$ cat src/rtl/program_loader_if.sv
// Stream-in and RAM-write bus bundle for the program loader.
// The slave side is the loader; the master side feeds bytes and receives writes.
interface program_loader_if #(
    parameter int ADDR_W = 4,
    parameter int DATA_W = 8
);
    logic              in_valid;
    logic [DATA_W-1:0] in_data;
    logic              in_ready;
    logic              ram_we;
    logic [ADDR_W-1:0] ram_addr;
    logic [DATA_W-1:0] ram_wdata;

    modport master (
        output in_valid,
        output in_data,
        input  in_ready,
        input  ram_we,
        input  ram_addr,
        input  ram_wdata
    );

    modport slave (
        input  in_valid,
        input  in_data,
        output in_ready,
        output ram_we,
        output ram_addr,
        output ram_wdata
    );
endinterface

$ cat src/rtl/program_loader.sv
// Framed byte-stream loader: count, N program bytes, checksum.
// Writes the image into RAM, zero-fills the rest, holds the CPU meanwhile.
module program_loader #(
    parameter int DEPTH  = 16,
    parameter int ADDR_W = 4,
    parameter int DATA_W = 8
) (
    input  logic                  clk,
    input  logic                  reset,
    input  logic                  start,
    program_loader_if.slave       bus,
    output logic                  cpu_hold,
    output logic                  busy,
    output logic                  done,
    output logic                  err,
    output logic [1:0]            err_code
);
    localparam logic [2:0] S_IDLE  = 3'd0;
    localparam logic [2:0] S_COUNT = 3'd1;
    localparam logic [2:0] S_DATA  = 3'd2;
    localparam logic [2:0] S_CHECK = 3'd3;
    localparam logic [2:0] S_FILL  = 3'd4;
    localparam logic [2:0] S_DONE  = 3'd5;
    localparam logic [2:0] S_ERR   = 3'd6;

    localparam logic [ADDR_W:0]   DEPTH_P = (ADDR_W+1)'(DEPTH);
    localparam logic [DATA_W-1:0] DEPTH_B = DATA_W'(DEPTH);

    logic [2:0]        state;
    logic [ADDR_W:0]   ptr;
    logic [ADDR_W:0]   cnt;
    logic [DATA_W-1:0] sum;
    logic              xfer;
    logic [ADDR_W:0]   ptr_nxt;

    assign xfer    = bus.in_valid & bus.in_ready;
    assign ptr_nxt = ptr + 1'b1;

    // Session FSM; all outputs are registered and change with the state.
    always_ff @(posedge clk) begin
        if (reset) begin
            state         <= S_IDLE;
            ptr           <= '0;
            cnt           <= '0;
            sum           <= '0;
            bus.in_ready  <= 1'b0;
            bus.ram_we    <= 1'b0;
            bus.ram_addr  <= '0;
            bus.ram_wdata <= '0;
            cpu_hold      <= 1'b0;
            busy          <= 1'b0;
            done          <= 1'b0;
            err           <= 1'b0;
            err_code      <= 2'b00;
        end else begin
            bus.ram_we <= 1'b0;
            case (state)
                S_IDLE, S_DONE, S_ERR: begin
                    if (start) begin
                        state        <= S_COUNT;
                        ptr          <= '0;
                        sum          <= '0;
                        done         <= 1'b0;
                        err          <= 1'b0;
                        err_code     <= 2'b00;
                        busy         <= 1'b1;
                        cpu_hold     <= 1'b1;
                        bus.in_ready <= 1'b1;
                    end
                end
                S_COUNT: begin
                    if (xfer) begin
                        if (bus.in_data == '0 || bus.in_data > DEPTH_B) begin
                            state        <= S_ERR;
                            err          <= 1'b1;
                            err_code     <= 2'b01;
                            busy         <= 1'b0;
                            bus.in_ready <= 1'b0;
                        end else begin
                            state <= S_DATA;
                            cnt   <= bus.in_data[ADDR_W:0];
                        end
                    end
                end
                S_DATA: begin
                    if (xfer) begin
                        bus.ram_we    <= 1'b1;
                        bus.ram_addr  <= ptr[ADDR_W-1:0];
                        bus.ram_wdata <= bus.in_data;
                        sum           <= sum + bus.in_data;
                        ptr           <= ptr_nxt;
                        if (ptr_nxt == cnt) begin
                            state <= S_CHECK;
                        end
                    end
                end
                S_CHECK: begin
                    if (xfer) begin
                        bus.in_ready <= 1'b0;
                        if (bus.in_data != sum) begin
                            state    <= S_ERR;
                            err      <= 1'b1;
                            err_code <= 2'b10;
                            busy     <= 1'b0;
                        end else begin
                            // A full image reaches FILL with ptr at DEPTH and
                            // leaves on the next edge without writing.
                            state <= S_FILL;
                        end
                    end
                end
                S_FILL: begin
                    if (ptr == DEPTH_P) begin
                        state    <= S_DONE;
                        done     <= 1'b1;
                        busy     <= 1'b0;
                        cpu_hold <= 1'b0;
                    end else begin
                        bus.ram_we    <= 1'b1;
                        bus.ram_addr  <= ptr[ADDR_W-1:0];
                        bus.ram_wdata <= '0;
                        ptr           <= ptr_nxt;
                    end
                end
                default: begin
                    state <= S_IDLE;
                end
            endcase
        end
    end
endmodule

$ cat src/flat_wrapper.sv
// flat-port wrapper written by rule: the top's interface ports become plain ports
module program_loader_flat 
#(
    parameter int DEPTH  = 16,
    parameter int ADDR_W = 4,
    parameter int DATA_W = 8
)
  (clk, reset, start, cpu_hold, busy, done, err, err_code, bus_in_valid, bus_in_data, bus_in_ready, bus_ram_we, bus_ram_addr, bus_ram_wdata);
  program_loader_if #(.ADDR_W(ADDR_W), .DATA_W(DATA_W)) bus_i ();
  input  logic clk;
  input  logic reset;
  input  logic start;
  output logic cpu_hold;
  output logic busy;
  output logic done;
  output logic err;
  output logic [1:0] err_code;
  input wire logic [$bits(bus_i.in_valid)-1:0] bus_in_valid;
  input wire logic [$bits(bus_i.in_data)-1:0] bus_in_data;
  output wire logic [$bits(bus_i.in_ready)-1:0] bus_in_ready;
  output wire logic [$bits(bus_i.ram_we)-1:0] bus_ram_we;
  output wire logic [$bits(bus_i.ram_addr)-1:0] bus_ram_addr;
  output wire logic [$bits(bus_i.ram_wdata)-1:0] bus_ram_wdata;
  assign bus_i.in_valid = bus_in_valid;
  assign bus_i.in_data = bus_in_data;
  assign bus_in_ready = bus_i.in_ready;
  assign bus_ram_we = bus_i.ram_we;
  assign bus_ram_addr = bus_i.ram_addr;
  assign bus_ram_wdata = bus_i.ram_wdata;
  program_loader #(.DEPTH(DEPTH), .ADDR_W(ADDR_W), .DATA_W(DATA_W)) u_core (.clk(clk), .reset(reset), .start(start), .bus(bus_i), .cpu_hold(cpu_hold), .busy(busy), .done(done), .err(err), .err_code(err_code));
endmodule
$ cat config.mk
export PLATFORM = sky130hd
export DESIGN_NAME = program_loader_flat
export DESIGN_NICKNAME = d
export VERILOG_FILES = /design/src/rtl/program_loader_if.sv /design/src/rtl/program_loader.sv /design/src/flat_wrapper.sv
export SDC_FILE = /design/constraint.sdc
export NUM_CORES = 1
export LEC_CHECK = 0
export BUFFER_PORTS_ARGS = -buffer_cell sky130_fd_sc_hd__buf_2
export CAP_MARGIN = 20
export CORE_UTILIZATION = 40
export CTS_CLUSTER_DIAMETER = 120
export DETAILED_ROUTE_END_ITERATION = 10
export GPL_ROUTABILITY_DRIVEN = 0
export PLACE_DENSITY = 0.6
export SLEW_MARGIN = 20
export SYNTH_ARGS = -nofsm -noshare
export SYNTH_HDL_FRONTEND = slang
export SYNTH_SLANG_ARGS = --single-unit
$ cat constraint.sdc
create_clock -name clk -period 2.3 [get_ports clk]
set_input_delay 0.46 -clock clk [delete_from_list [all_inputs] [get_ports clk]]
set_output_delay 0.46 -clock clk [all_outputs]
set_load 0.05 [all_outputs]
==> results.sh <==
export IMPL_hpwlAfterDp_mm=4.54
export IMPL_clk_pin_slew_ns=0.09
export IMPL_synth_cells=293
export IMPL_p_sw_w=0.000537
export IMPL_clock_latency_ns=0.30
export IMPL_finalCritPeriodShare=0.910
export IMPL_dieWidth_um=79.2
export IMPL_endpoint_kind="flip-flop"
export IMPL_path_max_fanout=11
export IMPL_drtIter0Drc=120
export IMPL_ant_nets=0
export IMPL_total_power_w=0.00162
export IMPL_crit_chain="or3b_1 > nor2_2 > a21oi_1 > or3b_1 > a21oi_1"
export IMPL_hold_violations=0
export IMPL_multi_input_area_um2=1460
export IMPL_setup_violations_final=0
export IMPL_ys_async_sr_fraction=0
export IMPL_core_um2=5640
export IMPL_synth_edf_count=0
export IMPL_power_density_nw_per_um2=569
export IMPL_die_h_um=79.2
export IMPL_synthDistinctLibCells=57
export IMPL_hp_class="input pin to flip-flop"
export IMPL_synth_top_flop_cell="dfxtp_1"
export IMPL_regArea_um2=821
export IMPL_cts_made_buffers=5
export IMPL_start_util=0.423
export IMPL_num_vias=2293
export IMPL_r2r_cells=5
export IMPL_worstPathRequired_ns=2.54
export IMPL_yosys_top_cells_area="dfxtp_1, a21oi_1, nand2_1, ha_1, nor2_1"
export IMPL_path_class="flip-flop to flip-flop"
export IMPL_synth_warnings=0
export IMPL_io_pins=32
export IMPL_fillers=569
export IMPL_cts_tree="built"
export IMPL_post_cts_setup_buffers=0
export IMPL_final_setup_skew_ns=0.00423
export IMPL_reg2reg_slack_ns=0.21
export IMPL_cts_root_buf="clkbuf_8"
export IMPL_worst_slew_pin_slew_ns=0.574
export IMPL_clkPwrFrac=0.320
export IMPL_drv_slew=0
export IMPL_leakage_nw=1.16
export IMPL_drt_pass1_iter_count=4
export IMPL_synth_top_area_cell="dfxtp_1"
export IMPL_pre_cts_ws_ns=0.00981
export IMPL_seq_power_share=0.463
export IMPL_cts_sinks=41
export IMPL_layout_commonest_cell="dfxtp_1"
export IMPL_ys_seq_elements=41
export IMPL_drc=0
export IMPL_p_sw_frac=0.332
export IMPL_drive_gt1_frac=0.224
export IMPL_fmax_mhz=478
export IMPL_ctsHoldBuffers=0
export IMPL_layout_setup_ws_ns=0.208
export IMPL_synth_nets=315
export IMPL_final_cell_mix="dfxtp_1, nand2_1, a21oi_1, buf_2, buf_4"
export IMPL_routed_via_density=5.57
export IMPL_intPower_w=0.00108
export IMPL_wl_per_cell_um=15.0
export IMPL_maxCapViolCount=0
export IMPL_yosysTopAreaCellShare=0.344
export IMPL_fin_nets=361
export IMPL_grt_pass1_wl_mm=10.3
export IMPL_cts_resized=0
export IMPL_netlist_area_um2=2390
export IMPL_start_kind="flip-flop"
export IMPL_areaGrowthSynthToFinish_pct=19.0
export IMPL_grt_overflow=0
export IMPL_endpoint="u_core.sum[1]"
export IMPL_grt_max_degree=27
export IMPL_cp_startpoint="u_core.state[2]"
export IMPL_worstReg2RegEnd="u_core.sum[1]"
export IMPL_grt_use_total=0.210
export IMPL_port_buffers=31
export IMPL_cts_buffer_depth=2
export IMPL_crit_slowest_cell="or3b_1"
export IMPL_setup_tns_ns=0
export IMPL_cts_max_level=2
export IMPL_seq_area_frac_synth=0.344
export IMPL_routed_wl_mm=6.17
export IMPL_status="finished, final reports clean"
export IMPL_max_stage_delay_ns=0.54
export IMPL_p_comb_frac=0.217
export IMPL_slew_headroom=0.617
export IMPL_fp_row_count=27
export IMPL_die_area_um2=6280
export IMPL_rsz0062_at_grt="no"
export IMPL_antenna_found_initial=0
export IMPL_syn_area_per_cell_um2=8.14
export IMPL_vdd_drop_max_mv=0.299
export IMPL_grt_pass1_vias=2092
export IMPL_n_antenna_cell=0
export IMPL_post_route_min_period_ns=2.09
export IMPL_crit_arrival_ns=2.33
export IMPL_regToRegStartpoint="u_core.state[2]"
kinds of logic (layout without fill, tap and decap cells):
kind of cell / count (synthesis) / count (layout) / share of synthesized area
AND/OR/NAND/NOR: 123 / 123 / 0.265
multiplexers: 7 / 7 / 0.0294
flip-flops: 41 / 41 / 0.344
AO/OA/AOI/OAI: 76 / 76 / 0.215
XOR/XNOR: 13 / 13 / 0.0477
buffers and inverters: 23 / 70 / 0.0430
adder cells (fa/ha/maj): 10 / 10 / 0.0556
metal layers:
| metal | global-route usage | vias up | part of all wire |
|---|---|---|---|
| met4 | 0.0745 | 0 | 0.018 |
| li1 | - | 1151 | - |
| met5 | 0 | - | 0 |
| met2 | 0.331 | 56 | 0.46 |
| met1 | 0.283 | 1075 | 0.48 |
| met3 | 0.0391 | 11 | 0.044 |
synth_stat cells (3+ instances only):
cell and number:
a211oi_1 7, a21o_1 4, a21oi_1 31, a311oi_1 3, buf_2 7, clkbuf_1 8, dfxtp_1 41, ha_1 9
inv_1 4, mux2i_1 7, nand2_1 37, nand2b_1 5, nand3_1 13, nor2_1 23, nor2b_1 6, nor3_1 9
nor4_1 4, o21ai_0 8, or2_1 3, or3_1 4, or3b_1 4, xnor2_1 8, xor2_1 5
per-stage QoR:
stage | util | area [µm²] | hold WS [ns] | std cells
after floorplan | - | 2390 | 0.436 | 293
after global placement | 0.487 | 2750 | 0.436 | 404
after detailed placement | 0.487 | 2750 | 0.443 | 404
after CTS | 0.503 | 2840 | 0.443 | 412
after global routing | 0.503 | 2840 | 0.455 | 412
final | 0.503 | 2840 | 0.450 | 412
worst min-delay path by stage:
| stage | cells after the start | start | slack [ns] | end |
|---|---|---|---|---|
| finish | 3 | bus_in_data[6] | 0.45 | u_core.bus.ram_wdata[6] |
| global route | 3 | bus_in_data[6] | 0.45 | u_core.bus.ram_wdata[6] |
| CTS | 3 | bus_in_data[6] | 0.44 | u_core.bus.ram_wdata[6] |
| detailed placement | 2 | u_core.bus.ram_wdata[2] | 0.44 | u_core.bus.ram_wdata[2] |
| global placement | 2 | u_core.bus.ram_addr[3] | 0.44 | u_core.bus.ram_addr[3] |
| floorplan | 2 | u_core.sum[2] | 0.44 | u_core.sum[2] |
power by group through the flow:
stage / logic, W / registers [W] / clock network (W)
6_report: 0.000350 / 0.000748 / 0.000518
5_1_grt: 0.000382 / 0.000752 / 0.000562
4_1_cts: 0.000350 / 0.000748 / 0.000529
3_5_place_dp: 0.000348 / 0.000764 / 0
3_3_place_gp: 0.000347 / 0.000764 / 0
2_1_floorplan: 0.000200 / 0.000792 / 0
final cells by class:
cell class              count  area share
multi-input cells         229       0.515
flip-flops and latches     41       0.289
repair buffers             58       0.126
well taps                  72      0.0317
clock buffers               5      0.0242
clock inverters             3     0.00881
inverters                   4     0.00529
flip-flops by register name, indices dropped and copies added, names as in the netlist, 2 cells and up:
register              flops
u_core.bus.ram_wdata      8
u_core.ptr                5
u_core.bus.ram_addr       4
u_core.state              3
u_core.sum                8
u_core.cnt                5
u_core.err_code           2
worst max-delay path, delay by kind of cell, from the launching register on:
kind	cells	cell delay [ns]
simple gates	3	1.25
flops	1	0.43
compound gates	2	0.35
No activity file was read; power rests on OpenSTA's default activity.
